===== src/rtl/seq_alu.sv =====
// Clocked ALU with a start/done handshake, an internal accumulator and an
// iterative shift-add multiplier.
module seq_alu #(
  parameter int WIDTH = 4
) (
  input  logic             clk,
  input  logic             rst_n,
  input  logic             i_start,
  input  logic [2:0]       i_op,
  input  logic [WIDTH-1:0] i_a,
  input  logic [WIDTH-1:0] i_b,
  output logic             o_busy,
  output logic             o_done,
  output logic [WIDTH-1:0] o_result,
  output logic [WIDTH-1:0] o_result_hi,
  output logic             o_carry,
  output logic             o_zero,
  output logic             o_err,
  output logic [WIDTH-1:0] o_acc
);

  localparam int CW = $clog2(WIDTH + 1);

  typedef enum logic [1:0] {IDLE, EXEC, MUL, DONE} state_t;

  state_t             state_q, state_d;
  logic [2:0]         op_q, op_d;
  logic [WIDTH-1:0]   a_q, a_d, b_q, b_d;
  logic [2*WIDTH-1:0] prod_q, prod_d;
  logic [CW-1:0]      cnt_q, cnt_d;
  logic               busy_q, busy_d, done_q, done_d;
  logic [WIDTH-1:0]   result_q, result_d, result_hi_q, result_hi_d;
  logic               carry_q, carry_d, zero_q, zero_d, err_q, err_d;
  logic [WIDTH-1:0]   acc_q, acc_d;
  logic [WIDTH:0]     sum, psum;

  always_comb begin
    state_d     = state_q;
    op_d        = op_q;
    a_d         = a_q;
    b_d         = b_q;
    prod_d      = prod_q;
    cnt_d       = cnt_q;
    busy_d      = busy_q;
    done_d      = 1'b0;
    result_d    = result_q;
    result_hi_d = result_hi_q;
    carry_d     = carry_q;
    zero_d      = zero_q;
    err_d       = err_q;
    acc_d       = acc_q;
    sum         = '0;
    psum        = '0;
    case (state_q)
      IDLE: begin
        if (i_start) begin
          op_d    = i_op;
          a_d     = i_a;
          b_d     = i_b;
          busy_d  = 1'b1;
          cnt_d   = '0;
          prod_d  = {{WIDTH{1'b0}}, i_b};
          state_d = (i_op == 3'b110) ? MUL : EXEC;
        end
      end
      EXEC: begin
        busy_d      = 1'b0;
        done_d      = 1'b1;
        state_d     = DONE;
        result_hi_d = '0;
        carry_d     = 1'b0;
        err_d       = 1'b0;
        case (op_q)
          3'b000: begin
            sum      = {1'b0, a_q} + {1'b0, b_q};
            result_d = sum[WIDTH-1:0];
            carry_d  = sum[WIDTH];
          end
          3'b001: begin
            sum      = {1'b0, a_q} + {1'b0, ~b_q} + (WIDTH+1)'(1);
            result_d = sum[WIDTH-1:0];
            carry_d  = sum[WIDTH];
          end
          3'b010: result_d = a_q & b_q;
          3'b011: result_d = a_q | b_q;
          3'b100: begin
            sum      = {1'b0, acc_q} + {1'b0, a_q};
            acc_d    = sum[WIDTH-1:0];
            result_d = sum[WIDTH-1:0];
            carry_d  = sum[WIDTH];
          end
          3'b101: begin
            acc_d    = '0;
            result_d = '0;
          end
          default: begin
            result_d = '0;
            err_d    = 1'b1;
          end
        endcase
        zero_d = (result_d == '0);
      end
      MUL: begin
        // Product register holds {partial sum, remaining multiplier bits}
        if (cnt_q != CW'(WIDTH)) begin
          psum   = {1'b0, prod_q[2*WIDTH-1:WIDTH]} + (prod_q[0] ? {1'b0, a_q} : '0);
          prod_d = {psum, prod_q[WIDTH-1:1]};
          cnt_d  = cnt_q + CW'(1);
        end else begin
          result_d    = prod_q[WIDTH-1:0];
          result_hi_d = prod_q[2*WIDTH-1:WIDTH];
          carry_d     = 1'b0;
          err_d       = 1'b0;
          zero_d      = (prod_q == '0);
          busy_d      = 1'b0;
          done_d      = 1'b1;
          state_d     = DONE;
        end
      end
      DONE: state_d = IDLE;
      default: state_d = IDLE;
    endcase
  end

  always_ff @(posedge clk or negedge rst_n) begin
    if (!rst_n) begin
      state_q     <= IDLE;
      op_q        <= '0;
      a_q         <= '0;
      b_q         <= '0;
      prod_q      <= '0;
      cnt_q       <= '0;
      busy_q      <= 1'b0;
      done_q      <= 1'b0;
      result_q    <= '0;
      result_hi_q <= '0;
      carry_q     <= 1'b0;
      zero_q      <= 1'b0;
      err_q       <= 1'b0;
      acc_q       <= '0;
    end else begin
      state_q     <= state_d;
      op_q        <= op_d;
      a_q         <= a_d;
      b_q         <= b_d;
      prod_q      <= prod_d;
      cnt_q       <= cnt_d;
      busy_q      <= busy_d;
      done_q      <= done_d;
      result_q    <= result_d;
      result_hi_q <= result_hi_d;
      carry_q     <= carry_d;
      zero_q      <= zero_d;
      err_q       <= err_d;
      acc_q       <= acc_d;
    end
  end

  assign o_busy      = busy_q;
  assign o_done      = done_q;
  assign o_result    = result_q;
  assign o_result_hi = result_hi_q;
  assign o_carry     = carry_q;
  assign o_zero      = zero_q;
  assign o_err       = err_q;
  assign o_acc       = acc_q;

endmodule


===== config.mk =====
export PLATFORM = sky130hd
export DESIGN_NAME = seq_alu
export DESIGN_NICKNAME = d
export VERILOG_FILES = /design/src/rtl/seq_alu.sv
export SDC_FILE = /design/constraint.sdc
export NUM_CORES = 1
export LEC_CHECK = 0
export ABC_AREA = 1
export BUFFER_PORTS_ARGS = -buffer_cell sky130_fd_sc_hd__buf_4
export CAP_MARGIN = 20
export CORE_ASPECT_RATIO = 2
export CORE_MARGIN = 5
export CORE_UTILIZATION = 31
export DETAILED_ROUTE_END_ITERATION = 12
export GPL_TIMING_DRIVEN = 0
export PLACE_DENSITY = 0.45
export SKIP_CTS_REPAIR_TIMING = 1
export SLEW_MARGIN = 10
export SYNTH_ARGS = -nofsm -noshare
export SYNTH_HDL_FRONTEND = slang
export SYNTH_SLANG_ARGS = --single-unit

===== constraint.sdc =====
create_clock -name clk -period 5.09 [get_ports clk]
set_clock_uncertainty 0.05 [all_clocks]
set_input_delay 0.509 -clock clk [delete_from_list [all_inputs] [get_ports clk]]
set_output_delay 0.509 -clock clk [all_outputs]
set_load 0.02 [all_outputs]

==> results of run 1 <==
## registers in the layout, summed over array words and instances (netlist names), 2 cells and up
| name | flops |
|---|---|
| o_result_hi | 4 |
| state_q | 2 |
| cnt_q | 3 |
| b_q | 4 |
| op_q | 3 |
| prod_q | 8 |
| o_acc | 4 |
| o_result | 4 |
| a_q | 4 |
## placed cells by master, fill, tap and decap left out, drive strengths merged, types with 2 or more instances in the layout
cell     n
nand4    4
nand3   26
a31oi    3
o21ai   31
nor2    26
ha      27
a21oi   13
o22ai    7
fa       4
buf     36
nand3b   2
nor3     3
inv     61
dfrtp   41
nand2   76
clkbuf   9
o31ai    2
## power by group through the flow
stage	clock [uW]	sequential, uW	combinational [uW]
after global routing	404	610	1420
final	380	587	1240
after floorplan	0	601	863
after CTS	391	592	1270
after global placement	0	596	1250
after detailed placement	0	598	1260
## cell type report
type	instances	area share
buffer	8	0.0170
clock buffer	7	0.0441
clock inverter	1	0.00928
inverter	61	0.0708
multi-input combinational	231	0.433
sequential	41	0.317
tap	100	0.0387
timing repair buffer	30	0.0696
## stage by stage
stage               cells  setup slack, ps   util  hold slack (ps)  cell area [um2]
floorplan             341             3250      -              163             2710
global placement      471             2980  0.356              415             3060
detailed placement    471             2970  0.356              422             3060
CTS                   479             2950  0.377              182             3230
global route          479             2810  0.377              207             3230
finish                479             2980  0.377              160             3230
## worst max path at each step
stage                         start                 end  cells after the start
4_1_cts          a_q[1]$_DFFE_PN0P_  o_zero$_DFFE_PN0P_                      9
3_5_place_dp     a_q[1]$_DFFE_PN0P_  o_zero$_DFFE_PN0P_                      9
3_3_place_gp     a_q[1]$_DFFE_PN0P_  o_zero$_DFFE_PN0P_                      9
5_1_grt          a_q[1]$_DFFE_PN0P_  o_zero$_DFFE_PN0P_                      9
6_report         a_q[1]$_DFFE_PN0P_  o_zero$_DFFE_PN0P_                     11
2_1_floorplan  o_acc[0]$_DFFE_PN0P_  o_zero$_DFFE_PN0P_                     10
## critical path, stage by stage (launching register included)
cell and delay [ps]:
dfrtp_1 550, inv_1 210, fa_1 470, inv_1 70, nand2_1 60, nand2_1 70
nor2_1 70, nor2_2 140, nand3_1 70, nor2_1 100, nand2_1 70, a21oi_2 100
## layer usage
metal | routed length, um | share of wire
met5 | 0 | 0
met4 | 187 | 0.024
met3 | 140 | 0.018
met2 | 4740 | 0.61
met1 | 2740 | 0.35
## kinds of logic after synthesis
kind of cell | count (synthesis) | share of synthesized area
AOI/OAI and AO/OA | 60 | 0.124
xor gates and xnor gates | 2 | 0.00646
and+or+nand+nor | 138 | 0.232
buffers and inverters | 69 | 0.105
DFF | 41 | 0.378
adders and majority gates | 31 | 0.154
==> results.md, run 1 <==
- Status: complete, no violations
- Area Growth Syn to Fin: 19.3%
- Cells after synthesis: 341
- Post-route minimum period: 2110 ps
- Cell count of the worst reg-to-reg path: 11
- Area taken by multi-input logic gates: 1400 um2
- Startpoint of the worst-slack reg-to-reg timing path: a_q[1]$_DFFE_PN0P_
- Tightest Pin Transition: ~570 ps
- Dominant cell by count in the synthesized netlist: nand2_1
- Warnings from Yosys: 0
- P_leak: 0.00169 uW
- Area of the mapped netlist: between 2000 and 3000 um2
- R2r endpoint: o_zero$_DFFE_PN0P_
- Aggregate global routing overflow: 0
- Number of DRC violations after detailed routing: 0
- Global-route wire length before repair: 12.4 mm
- Achievable frequency: 0.474 GHz
- Initial Utilization: 0.316
- Sum of negative setup slack: 0 ps
- Layer with the highest usage after global routing: met2
- Via count of the first global-routing pass: 2,397
- Clock tree from TritonCTS: done
- DRC violation total after the first TritonRoute iteration: between 100 and 150
- Global routing met3 resource utilization: 0.0196
- Global-route usage over all layers: 0.150
- Worst-case register-to-register setup slack: 2980 ps
- Total Routed Length: 7.81 mm
- Highest ir drop seen on vdd: approximately 280 uV
- Setup repair after global routing missed its margin: false
- Filler instances: roughly 930
- I/O pin count: 31
- Count of antenna diodes in the layout: 0
- Remaining antenna violation count: 0
- Pwr per Cell Area: approximately 680 nW/um2
- Type of the most critical hold path: in -> async
- Count of distinct cell types in the synthesized netlist: 33
- Share of the synthesized area in the top cell type: 0.378
- Grt met1 use: 0.142
- Clock buffer depth: 2
- Clock latency on the worst-skew pair: 290 ps
- Die Footprint: 10,800 um2
- Layout net count: 423
- Clk sink count: 41
- Relative slew margins: 0.621
- Internal power consumption: ~1200 uW
- Post-detailed-route wirelength per cell: 16.3 um
- H-tree Lvls: 2
- Register cell area after layout: 1030 um2
- Number of register bits inferred by synthesis: 41
- Largest net degree at the start of global routing: 42
- Required time reported for the critical path endpoint: 5260 ps
- Final setup fails: 0
- Most instantiated flip-flop cell in the synthesis netlist: dfrtp_1
- Startpoint-to-endpoint class of the critical path: reg -> reg
- Sequential power share: 0.266
- Antenna violations before repair: 0
- Die boundary width: 76.1 um
- Worst Setup End Kind: flip-flop
- Vias/cell: 4.75
- Share of post-route cells with drive strength above 1: 0.174
- Post-Synthesis Net Count: 386
- Area contributors post-synth: dfrtp_1, ha_1, nand2_1, inv_1, nand3_1
- Clock root buffer: clkbuf_16
- Critical path arrival: 2280 ps
- Synth top cells by count: nand2_1, inv_1, dfrtp_1, ha_1, nand3_1
- IO buf count: 30
- Clock network fraction of total power: 0.172
- Combinational share of power: 0.562
- First-pass iteration count of the detailed router: 4
- Post-synth top area cell: dfrtp_1
- GR Util met2: 0.310
- Overall die height: around 140 um
- Proportion of synthesized flip-flops having asynchronous set or reset: 1.00
- Row count: 48
- Number of enable flip-flop cells after synthesis: 0
- Kind of launch point of the worst setup path: flip-flop
- Net Sw Frac: 0.474
- Sequential share of the synthesized area: 0.378
- CTS Buf Count: 5
- Largest fanout on the critical path: 6
- Routability congestion estimate: 0.834
- Pins Over Slew Limit: 0
- Final Hold Violating Endpoints: 0
- Clock slew seen by the registers of the worst setup and hold paths: 60 ps
- Design Power: ~2200 uW
- Period utilization: 0.415
- Standard cell core area: 8590 um2
- Max-cap violation count: 0
- Detailed-placement wirelength estimate: 6.32 mm
- Net switching power: 1050 uW
- Number of vias in the routed layout: around 2.3k
- Post-Syn Area per Cell: roughly 8.0 um2
Power figures use the tool's default switching activity.
==> run 2, diff against run 1 <==
Settings changed: ABC_AREA 1 to 0, PLACE_DENSITY 0.45 to 0.46.
Clock period 5.09 ns to 1.7 ns, I/O delays scaled along.
==> run 2 against run 1 <==
Net effect:
- the flow now finishes with violations (setup timing)
- critical path depth shrank 2
- synthesized cell count shrank 13%
- combinational power grew to 4.1 times the previous value
- first-iteration DRC count shrank 1.9%
==> results.md, run 2 <==
- Final Hold Violating Endpoints: 0
- Area Growth Syn to Fin: 31.3%
- Top library cells by usage in the layout, fill and taps aside: buf_4, dfrtp_1, nand2_1
- Number of register bits inferred by synthesis: 41
- Post-route minimum period: 2410 ps
- DRC violation total after the first TritonRoute iteration: 105
- Global-route wire length before repair: 12.7 mm
- Clock slew seen by the registers of the worst setup and hold paths: around 60 ps
- Startpoint-to-endpoint class of the critical path: reg -> reg
- Clock buffer depth: 2
- Kind of launch point of the worst setup path: flip-flop
- Register cell area after layout: 1040 um2
- Remaining antenna violation count: 0
- Area of the mapped netlist: 2790 um2
- Area contributors post-synth: dfrtp_1, ha_1, nand2_1, mux2_2, mux2i_1
- Share of the synthesized area in the top cell type: 0.368
- Tightest Pin Transition: about 570 ps
- Clock root buffer: clkbuf_16
- Net Sw Frac: 0.450
- Worst Setup End Kind: flip-flop
- Post-detailed-route wirelength per cell: 18.6 um
- P_leak: roughly 0.0017 uW
- Layout net count: 390
- Clock network fraction of total power: 0.122
- Clk sink count: 41
- Achievable frequency: slightly above 0.4 GHz
- IO buf count: 30
- Antenna violations before repair: 0
- Filler instances: 869
- Status: finished with violations
- Share of post-route cells with drive strength above 1: 0.353
- Pwr per Cell Area: ~2200 nW/um2
- Detailed-placement wirelength estimate: approximately 6.4 mm
- Clock latency on the worst-skew pair: ~290 ps
- Post-Synthesis Net Count: ~340
- Sequential power share: 0.244
- Routability congestion estimate: approximately 0.84
- Combinational share of power: 0.634
- Relative slew margins: 0.618
- Total routed wire length on the met1 layer: approximately 3.0 mm
- Length of routed met3 wiring: 168 um
- H-tree Lvls: 2
- Met2 routed wirelength: slightly below 5 mm
- Count of distinct cell types in the synthesized netlist: 51
- Aggregate global routing overflow: 0
- I/O pin count: 31
- Total non-filler cell area in the finished layout: 3660 um2
- Highest ir drop seen on vdd: 854 uV
- Number of enable flip-flop cells after synthesis: 0
- Row count: 49
- Util after Layout: 0.412
- Global-route usage over all layers: 0.149
- Sequential share of the synthesized area: 0.368
- Synth top cells by count: dfrtp_1, nand2_1, ha_1, inv_1, o21ai_0
- Number of DRC violations after detailed routing: 0
- Cells after synthesis: 297
- Via count of the first global-routing pass: 2,454
- Initial Utilization: 0.314
- Net switching power: 3640 uW
- Setup repair after global routing missed its margin: true
- Count of antenna diodes in the layout: 0
- Vias/cell: between 5 and 6
- Area after detailed placement: 3220 um2
- Internal power consumption: about 4500 uW
- Final setup fails: 21
- Pins Over Slew Limit: 0
- Highest metal used: met4
- Required time reported for the critical path endpoint: 1820 ps
- Die Footprint: 11,100 um2
- Clock tree from TritonCTS: done
- Total Routed Length: between 8 and 9 mm
- Largest net degree at the start of global routing: 42
- Warnings from Yosys: 0
- Largest fanout on the critical path: 5
- Post-Syn Area per Cell: 9.39 um2
- Overall die height: between 100 and 150 um
- Largest register FFs: 8
- Leading cell type in the layout, fill and taps excluded: buf_4
- Area taken by multi-input logic gates: 1830 um2
- Type of the most critical hold path: in -> reg
- Die boundary width: 77.1 um
- Largest register by flop count: prod_q
- Violations in the final reports: setup timing
- Standard cell core area: 8890 um2
- Number of vias in the routed layout: 2,350
- Most instantiated flip-flop cell in the synthesis netlist: dfrtp_1
- Max-cap violation count: 0
- CTS Buf Count: 5
- Post-synth top area cell: dfrtp_1
- First-pass iteration count of the detailed router: 5
- Final WS setup: -713 ps
- Critical path arrival: 2540 ps
- Period utilization: 1.42
- Proportion of synthesized flip-flops having asynchronous set or reset: 1.00
- Dominant cell by count in the synthesized netlist: dfrtp_1
-- run 2: final cells by class --
cell class | count | area share
multi-input cells | 219 | 0.500
flip-flops and latches | 41 | 0.283
repair buffers | 42 | 0.0909
clock buffers | 6 | 0.0379
well taps | 102 | 0.0348
inverters | 24 | 0.0253
plain buffers | 12 | 0.0243
clock inverters | 2 | 0.00376
-- run 2: routing by layer --
layer,global-route usage,up-vias
li1,-,1129
met1,0.145,1161
met2,0.293,42
met3,0.0187,18
met4,0.0861,0
met5,0,-
-- run 2: cell families (layout without fill, tap and decap cells) --
kind of cell | count (synthesis) | after routing | share of synthesized area
adders and majority gates | 31 | 31 | 0.150
AOI/OAI and AO/OA | 70 | 70 | 0.161
and+or+nand+nor | 91 | 91 | 0.162
buffers and inverters | 37 | 86 | 0.0561
xor gates and xnor gates | 5 | 5 | 0.0157
DFF | 41 | 41 | 0.368
muxes | 22 | 22 | 0.0879
-- run 2: metrics by stage --
stage / std cells / hold slack [ps] / total power [uW] / worst slack [ps] / TNS, ps
after global placement: 429 / 152 / 6250 / -824 / -7930
final: 448 / 64.4 / 8100 / -713 / -3410
after detailed placement: 429 / 158 / 6320 / -830 / -8710
after global routing: 448 / 63.6 / 8710 / -762 / -5250
after floorplan: 297 / -176 / 4930 / -583 / -1450
after CTS: 437 / -147 / 7340 / -836 / -9170
-- run 2: power groups by stage --
stage               combinational (uW)  sequential (uW)  clock (uW)
finish                            5140             1970         989
global route                      5610             2050        1050
CTS                               4350             1970        1020
detailed placement                4330             1990           0
global placement                  4270             1980           0
floorplan                         3000             1930           0
-- run 2: worst paths after layout --
path                                    endpoint          startpoint  depth (start not counted)  slack, ps
setup / recovery              o_zero$_DFFE_PN0P_  a_q[0]$_DFFE_PN0P_                          9       -710
hold / removal                a_q[2]$_DFFE_PN0P_              i_a[2]                          2         60
setup reg to reg              o_zero$_DFFE_PN0P_  a_q[0]$_DFFE_PN0P_                          9       -710
hold reg to reg               o_busy$_DFFE_PN0P_  o_busy$_DFFE_PN0P_                          2        450
max in group asynchronous   o_acc[2]$_DFFE_PN0P_               rst_n                          2        800
min in group asynchronous  prod_q[3]$_DFFE_PN0P_               rst_n                          2        370
-- run 2: critical path, stage by stage, from the launching register on --
cell,delay (ps)
dfrtp_2,440
inv_2,90
ha_4,140
inv_2,30
fa_1,470
inv_1,50
mux4_2,490
o21ai_4,170
nor4_2,60
a221o_1,320
